### src/rtl/bp_pkg.sv
// bp_pkg: shared encodings and types for the branch predictor controller
package bp_pkg;
  localparam logic [1:0] OP_NONE  = 2'b00;
  localparam logic [1:0] OP_TRAIN = 2'b01;
  localparam logic [1:0] OP_INIT  = 2'b10;
  typedef enum logic {ST_INIT, ST_RUN} state_t;
  typedef struct packed {
    logic [31:0] pc;
    logic        pred;
  } entry_t;
endpackage

### src/rtl/bp_inflight_fifo.sv
// bp_inflight_fifo: in-order queue of predicted branches awaiting resolution
module bp_inflight_fifo import bp_pkg::*; #(
  parameter int DEPTH = 4
) (
  input  logic   clk,
  input  logic   reset,
  input  logic   push,
  input  logic   pop,
  input  logic   clear,
  input  entry_t din,
  output logic   full,
  output logic   empty,
  output entry_t head
);
  localparam int AW = $clog2(DEPTH);
  entry_t mem [DEPTH];
  logic [AW-1:0] wr_ptr, rd_ptr;
  logic [AW:0] count;
  assign full  = count == (AW+1)'(DEPTH);
  assign empty = count == '0;
  assign head  = mem[rd_ptr];
  // pointers and occupancy; clear drops every entry at once
  always_ff @(posedge clk or posedge reset)
    if (reset) begin
      wr_ptr <= '0;
      rd_ptr <= '0;
      count  <= '0;
    end else if (clear) begin
      wr_ptr <= '0;
      rd_ptr <= '0;
      count  <= '0;
    end else begin
      if (push) wr_ptr <= wr_ptr + 1'b1;
      if (pop) rd_ptr <= rd_ptr + 1'b1;
      count <= count + (AW+1)'(push) - (AW+1)'(pop);
    end
  // entry storage, no reset needed since occupancy gates validity
  always_ff @(posedge clk)
    if (push) mem[wr_ptr] <= din;
endmodule

### src/rtl/bp_ctrl.sv
// bp_ctrl: init sweep, in-flight tracking and training of the 2-bit predictor table
module bp_ctrl import bp_pkg::*; #(
  parameter int         DEPTH    = 4,
  parameter int         IDX_W    = 8,
  parameter logic [1:0] INIT_VAL = 2'b01
) (
  input  logic             clk,
  input  logic             reset,
  input  logic             fetch_valid,
  input  logic [31:0]      fetch_pc,
  input  logic             fetch_pred,
  input  logic             ex_valid,
  input  logic             ex_taken,
  input  logic [31:0]      ex_target,
  output logic             stall_fetch,
  output logic             flush,
  output logic [31:0]      redirect_pc,
  output logic [1:0]       tbl_op,
  output logic [IDX_W-1:0] tbl_index,
  output logic             tbl_taken,
  output logic [1:0]       tbl_wdata,
  output logic             err_underflow,
  output logic [31:0]      br_count,
  output logic [31:0]      mispred_count
);
  state_t state, state_nxt;
  logic [IDX_W-1:0] init_idx;
  logic full, empty, in_run, resolve, mispred, push;
  entry_t din, head;
  assign in_run      = state == ST_RUN;
  assign resolve     = in_run & ex_valid & ~empty;
  assign mispred     = resolve & (head.pred != ex_taken);
  assign push        = in_run & fetch_valid & ~full & ~mispred & ~flush;
  assign stall_fetch = ~in_run | full;
  assign din         = '{pc: fetch_pc, pred: fetch_pred};
  bp_inflight_fifo #(.DEPTH(DEPTH)) u_fifo (
    .clk   (clk),
    .reset (reset),
    .push  (push),
    .pop   (resolve),
    .clear (mispred),
    .din   (din),
    .full  (full),
    .empty (empty),
    .head  (head)
  );
  // state register
  always_ff @(posedge clk or posedge reset)
    if (reset) state <= ST_INIT;
    else state <= state_nxt;
  // leave the sweep once the last table entry has been written
  always_comb begin
    state_nxt = state;
    if (state == ST_INIT && &init_idx) state_nxt = ST_RUN;
  end
  // registered table commands, flush/redirect and statistics
  always_ff @(posedge clk or posedge reset)
    if (reset) begin
      init_idx      <= '0;
      flush         <= 1'b0;
      redirect_pc   <= '0;
      tbl_op        <= OP_NONE;
      tbl_index     <= '0;
      tbl_taken     <= 1'b0;
      tbl_wdata     <= '0;
      err_underflow <= 1'b0;
      br_count      <= '0;
      mispred_count <= '0;
    end else begin
      tbl_op <= OP_NONE;
      flush  <= 1'b0;
      if (state == ST_INIT) begin
        tbl_op    <= OP_INIT;
        tbl_index <= init_idx;
        tbl_wdata <= INIT_VAL;
        init_idx  <= init_idx + 1'b1;
      end
      if (resolve) begin
        tbl_op    <= OP_TRAIN;
        tbl_index <= head.pc[IDX_W+1:2];
        tbl_taken <= ex_taken;
        br_count  <= br_count + 32'd1;
      end
      if (mispred) begin
        flush         <= 1'b1;
        redirect_pc   <= ex_taken ? ex_target : head.pc + 32'd4;
        mispred_count <= mispred_count + 32'd1;
      end
      if (in_run & ex_valid & empty) err_underflow <= 1'b1;
    end
endmodule

### config.mk
export PLATFORM = sky130hd
export DESIGN_NAME = bp_ctrl
export DESIGN_NICKNAME = d
export VERILOG_FILES = /design/src/rtl/bp_pkg.sv /design/src/rtl/bp_inflight_fifo.sv /design/src/rtl/bp_ctrl.sv
export SDC_FILE = /design/constraint.sdc
export NUM_CORES = 1
export LEC_CHECK = 0
export CORE_MARGIN = 3
export CORE_UTILIZATION = 48
export DETAILED_ROUTE_END_ITERATION = 12
export PLACE_DENSITY = 0.85
export SLEW_MARGIN = 10
export SYNTH_ARGS = -nofsm -noshare
export SYNTH_HDL_FRONTEND = slang
export SYNTH_SLANG_ARGS = --single-unit
### constraint.sdc
create_clock -name clk -period 3.8 [get_ports clk]
set_clock_uncertainty 0.15 [all_clocks]
set_input_delay 0.38 -clock clk [delete_from_list [all_inputs] [get_ports clk]]
set_output_delay 0.38 -clock clk [all_outputs]
set_load 0.02 [all_outputs]
======== After elaboration in Yosys (flattened, before gate mapping) ========
Memories as Yosys holds them, arrays and structs flattened.
Cells that the tools add are included.
word-level totals
  bits of input ports ..................... 70
  memories ................................ 1
  logic and storage cells ................. 58
  output and inout port bits .............. 112
  RAM bits ................................ 132
  register bits ........................... 126
cells by class
  bitwise operators ....................... 14
  reduce and logical (&&, ||, !) cells .... 5
  eq/ne operators ......................... 3
  $add $sub $neg .......................... 8
  multiplexer cells ....................... 13
memory list
  name        words  width  read ports  clocked after memory_dff  wr ports  line                    source
  u_fifo.mem  4      33     1           0                         1         bp_inflight_fifo.sv:16  entry_t mem [DEPTH];
operators with widths
  operator                                                                  count
  32-bit by 1-bit adder with 32-bit output (second input constant)          2
  32-bit by 3-bit adder with 32-bit output (second input constant)          1
  32-bit two-way mux                                                        1
  8-bit two-way mux                                                         2
  2-bit two-way mux                                                         6
  8-bit by 1-bit adder with 8-bit output (second input constant)            1
  1-bit bitwise AND                                                         8
  8-bit AND reduction                                                       1
  1-bit inverter                                                            5
  2-bit by 1-bit adder with 2-bit output (second input constant)            2
  2-bit nonzero test                                                        2
  3-bit by 1-bit adder with 3-bit output                                    1
  3-bit == test (second input constant)                                     1
  3-bit logical NOT                                                         1
  1-bit two-way mux                                                         3
  3-bit two-way mux                                                         1
  3-bit by 1-bit subtractor with 3-bit output                               1
  2-bit by 1-bit inequality test with 1-bit output (second input constant)  1
  1-bit logical AND                                                         1
  1-bit inequality test                                                     1
  1-bit bitwise OR                                                          1

======== Logic depth before layout (Yosys ltp) ========
  word-level depth ........................ 10
  gate-level depth with buffers ........... 15
  gate-level depth less buffers ........... 12

======== Modules after synthesis ========
From an unflattened synthesis, not the netlist that was laid out.
unflattened totals
  cells, all modules ...................... 776
  area, all modules ....................... 11028.1 um2
by module, submodules not included
  module            seq. area each (um2)  cells an instance  area each (um2)  instances
  bp_ctrl           2977.9                564                5779.3           1
  bp_inflight_fifo  4139.0                212                5248.8           1

======== Worst setup path before layout ========
OpenSTA, ideal clock, no wires.
  path kind ............................... register to register
  start point ............................. register u_fifo.rd_ptr[0]
  end point ............................... memory u_fifo.mem[0][0] (netlist name), enable pin
  buffers on the path ..................... 3
  setup slack ............................. 0.460 ns
  clock period less this slack ............ 3.340 ns
  setup time .............................. 0.393 ns
  data required time ...................... 3.257 ns
  arrival time ............................ 2.797 ns
  stages on the path, launching flop included .. 10
  path through ............................ dfrtp_1 -> buf_6 -> mux4_2 -> xnor2_1 -> nand2b_1 -> buf_4 -> inv_1 -> buf_2 -> nor2_2 -> and2_1
on the way
  longest elaborated chain between the ends .. 8
RTL lines
  what                                     line                    source
  start, declared                          bp_inflight_fifo.sv:17  logic [AW-1:0] wr_ptr, rd_ptr;
  start signal, assigned                   bp_inflight_fifo.sv:34  if (pop) rd_ptr <= rd_ptr + 1'b1;
  memory read 4 x 33 bit                   -
  1-bit inequality test                    bp_ctrl.sv:32           assign mispred = resolve & (head.pred != ex_taken);
  1-bit bitwise AND                        bp_ctrl.sv:32
  1-bit inverter                           bp_ctrl.sv:33           assign push = in_run & fetch_valid & ~full & ~mispred & ~flush;
  1-bit bitwise AND (2 in a row)           bp_ctrl.sv:33
  1-bit two-way mux                        bp_inflight_fifo.sv:39  if (push) mem[wr_ptr] <= din;
  1-bit two-way mux (not written as such)  bp_inflight_fifo.sv:39
  end, declared                            bp_inflight_fifo.sv:16
Every way passes these cells.

======== Worst setup path after layout ========
  start point ............................. register u_fifo.rd_ptr[0]
  end point ............................... register redirect_pc[16]
on the way
  longest elaborated chain between the ends .. 3
  elaborated cells on any way between the ends .. 5
  those cells by class .................... add/sub (1); eq/ne (1); mux (1); bitwise (1); memory (1)
RTL lines
  what                                                                               line                          source
  memory read 4 x 33 bit *                                                           -
  32-bit by 3-bit adder with 32-bit output or 1-bit inequality test (tied branches)  bp_ctrl.sv:86, bp_ctrl.sv:32
  32-bit two-way mux or 1-bit bitwise AND (tied branches)                            bp_ctrl.sv:86, bp_ctrl.sv:32
  end signal, assigned                                                               bp_ctrl.sv:86                 redirect_pc <= ex_taken ? ex_target : head.pc + 32'd4;
  end, declared                                                                      bp_ctrl.sv:17                 output logic [31:0] redirect_pc,
Mark *: on every way between the ends. The rest lies on a longest branch, timed or not.
A chain may end at the register's enable or synchronous reset.

==> results.py <==
metrics = {
    "clocking": {
        "cts_tree": "done",
        "path_clk_slew_ps": 60,
        "cts_num_sinks": 258,
        "cts.path.max_buffers": 3,
        "hold_buffers": 0,
        "numCtsBuffers": 26,
        "clkLatencyLatePin_ps": 540,
        "cts_setup_buffers": 0,
        "root_buffer": "clkbuf_16",
        "cts_resized": 0,
        "h-tree-depth": 1,
    },
    "die": {
        "dieArea_um2": 25000,
        "core-area_um2": 22200,
        "die_h_um": 158,
        "rows": 54,
        "io_pins": 182,
        "die_x_um": 158,
        "initial_core_util": 0.499,
    },
    "global_route": {
        "grt_pass1_vias": 7169,
        "grt_pass1_wl_mm": 40.3,
        "grt_usage": 0.206,
        "grt_max_degree": 127,
        "antenna_found_initial": 0,
        "grt_overflow": 0,
    },
    "timing": {
        "hold_viol_final": 0,
        "hold_ws_ps": 282,
        "rsz0062_at_grt": "false",
        "drv_slew": 0,
        "maxSlewHeadroom": 0.426,
        "period_share": 0.860,
        "setup_viol": 0,
        "fin_crit_ps": 3270,
        "max_freq_mhz": 306,
        "worstMarginPinSlew_ps": 862,
        "fin_setup_tns_ps": 0,
        "postLayoutSetupSlackWorst_ps": 530,
    },
    "worst_setup_path": {
        "start_kind": "register",
        "path_class": "reg2reg",
        "end_kind": "register",
        "crit_required_ps": 4110,
        "reg2regPathDepth": 8,
        "worstPathMaxFanout": 35,
        "arrival_ps": 3570,
    },
    "power": {
        "swShare": 0.196,
        "ir_drop_mv": 0.379,
        "total_power_w": 0.00563,
        "intPower_w": 0.00452,
        "seq_power_share": 0.523,
        "p_sw_w": 0.00110,
        "p_comb_frac": 0.025,
        "p_per_area_nw_per_um2": 403,
        "pwr-share-clk": 0.452,
        "leakage_nw": 5.36,
    },
    "final_layout": {
        "nets": 1048,
        "utilization": 0.628,
        "drive_gt1_frac": 0.0884,
        "diodes": 0,
        "nFillCells": 1614,
        "area_delta_synth_final_pct": 25.9,
    },
    "logic_synthesis": {
        "ys_top_cells_by_count": "edfxtp_1, dfrtp_1, nand2_1, xnor2_1, nor2_1",
        "syn_area_um2": 11100,
        "ys_types": 57,
        "seq_area_frac_synth": 0.642,
        "syn_nets": 864,
        "synthCells": 783,
        "async_reset_ff_frac": 0.488,
        "synthFlopType": "edfxtp_1",
        "ys_ff_latch": 258,
        "synth_area_leaders": "edfxtp_1, dfrtp_1, xnor2_1",
        "synth_warnings": 0,
        "synth_most_common_cell": "edfxtp_1",
        "synth_largest_area_cell": "edfxtp_1",
        "yosys.area.top_type_share": 0.357,
        "synth_edf_count": 132,
        "synth_area_per_cell_um2": 14.2,
    },
    "hold_path": {
        "hp-class": "in2async",
    },
    "routing": {
        "wl_met3_mm": 1.74,
        "postRouteAntennaNets": 0,
        "routed_wirelength_mm": 25.7,
        "drc": 0,
        "met1Wirelength_mm": 10.8,
        "highest_layer": "met4",
        "avgViaCountPerCell": 5.64,
        "vias": 7125,
        "wl_met2_mm": 12.6,
        "dr.pass1.iters": 5,
        "drtIter0Drc": 666,
        "wire_per_inst_um": 20.4,
    },
    "flow_run": {
        "maxCapViolCount": 0,
    },
    "outcome": {
        "status": "finished, final reports clean",
    },
    "placement": {
        "pre_cts_slack_ps": 558,
        "dp_hpwl_mm": 17.6,
        "gp_congestion": 0.851,
        "port_buffers": 180,
    },
}
-- state kept, by name (all words and copies together) (netlist names), 3 cells and up --
signal / count
u_fifo.mem: 132
br_count: 32
mispred_count: 32
redirect_pc: 32
init_idx: 8
tbl_index: 8
u_fifo.count: 3
-- through the flow --
| step | instances | cell area, um^2 |
|---|---|---|
| floorplan | 783 | 11100 |
| global route | 1264 | 14000 |
| global placement | 1219 | 13100 |
| CTS | 1264 | 14000 |
| finish | 1264 | 14000 |
| detailed placement | 1219 | 13100 |
-- cell usage in the layout (no fill, tap or decap), types with 4 or more instances in the layout --
cell type        netlist  routed
a21oi_1               19      19
a221o_1                7       7
and2_1                12      12
and3_1                18      18
and4_1                 9       9
buf_4                  2      11
clkbuf_1              16       4
clkbuf_16              0      26
clkdlybuf4s50_1        0     179
clkinv_1               1       5
dfrtp_1              126     125
edfxtp_1             132     132
ha_1                  10      10
inv_1                 12      11
mux2i_1                9       9
mux4_1                14      14
mux4_2                19      19
nand2_1               83      83
nand3_1               37      37
nand4_1               19      19
nor2_1                42      42
nor2b_1                4       4
nor3_1                 9       9
o21ai_0               14      14
o221ai_1               5       5
o22ai_1               13      13
xnor2_1               64      64
xor2_1                36      36
-- worst max-delay path, stage by stage, from the launching register on --
cell	delay, ps
dfrtp_2	370
buf_4	510
mux4_1	480
ha_1	270
nand3_1	160
nor4_4	640
a21oi_1	150
a21oi_1	210
o221a_2	220
-- worst paths after layout --
| path | startpoint | to | slack, ps |
|---|---|---|---|
| hold / removal | reset | mispred_count[31] | 280 |
| max in group asynchronous | reset | u_fifo.rd_ptr[0] | 2740 |
| setup reg to reg | u_fifo.rd_ptr[0] | redirect_pc[16] | 530 |
| hold reg to reg | tbl_taken | tbl_taken | 320 |
| setup / recovery | u_fifo.rd_ptr[0] | redirect_pc[16] | 530 |
| min in group clk | ex_target[13] | redirect_pc[13] | 320 |
-- final cells by class --
| class | instances | area [um^2] | share of cell area |
|---|---|---|---|
| inverters | 13 | 52.6 | 0.00376 |
| repair buffers | 192 | 1900 | 0.136 |
| multi-input cells | 476 | 3690 | 0.264 |
| clock buffers | 33 | 707 | 0.0506 |
| well taps | 280 | 350 | 0.0251 |
| clock inverters | 12 | 144 | 0.0103 |
| flip-flops and latches | 258 | 7120 | 0.510 |
-- routing by layer --
layer  vias up  GRT usage
met4         0     0.0545
met2       278      0.341
met5         -          0
li1       3251          -
met3        47     0.0336
met1      3549      0.286
-- cell families (layout without fill, tap and decap cells) --
| group | Yosys count | count (layout) | share of synthesized area |
|---|---|---|---|
| simple gates | 258 | 258 | 0.122 |
| buf+inv | 49 | 250 | 0.0257 |
| mux | 44 | 44 | 0.0819 |
| compound gates | 62 | 62 | 0.0360 |
| fa+ha+maj | 11 | 11 | 0.0131 |
| flops | 258 | 258 | 0.642 |
| other cells | 1 | 1 | 0.000338 |
| xor+xnor | 100 | 100 | 0.0790 |
-- power by group through the flow --
stage / Clock, W / Combinational [W] / Sequential (W)
floorplan: 0 / 0.0000373 / 0.00300
global placement: 0 / 0.000138 / 0.00300
detailed placement: 0 / 0.000141 / 0.00300
CTS: 0.00259 / 0.000142 / 0.00294
global route: 0.00272 / 0.000151 / 0.00294
finish: 0.00255 / 0.000140 / 0.00294
No activity file was read; power rests on OpenSTA's default activity.
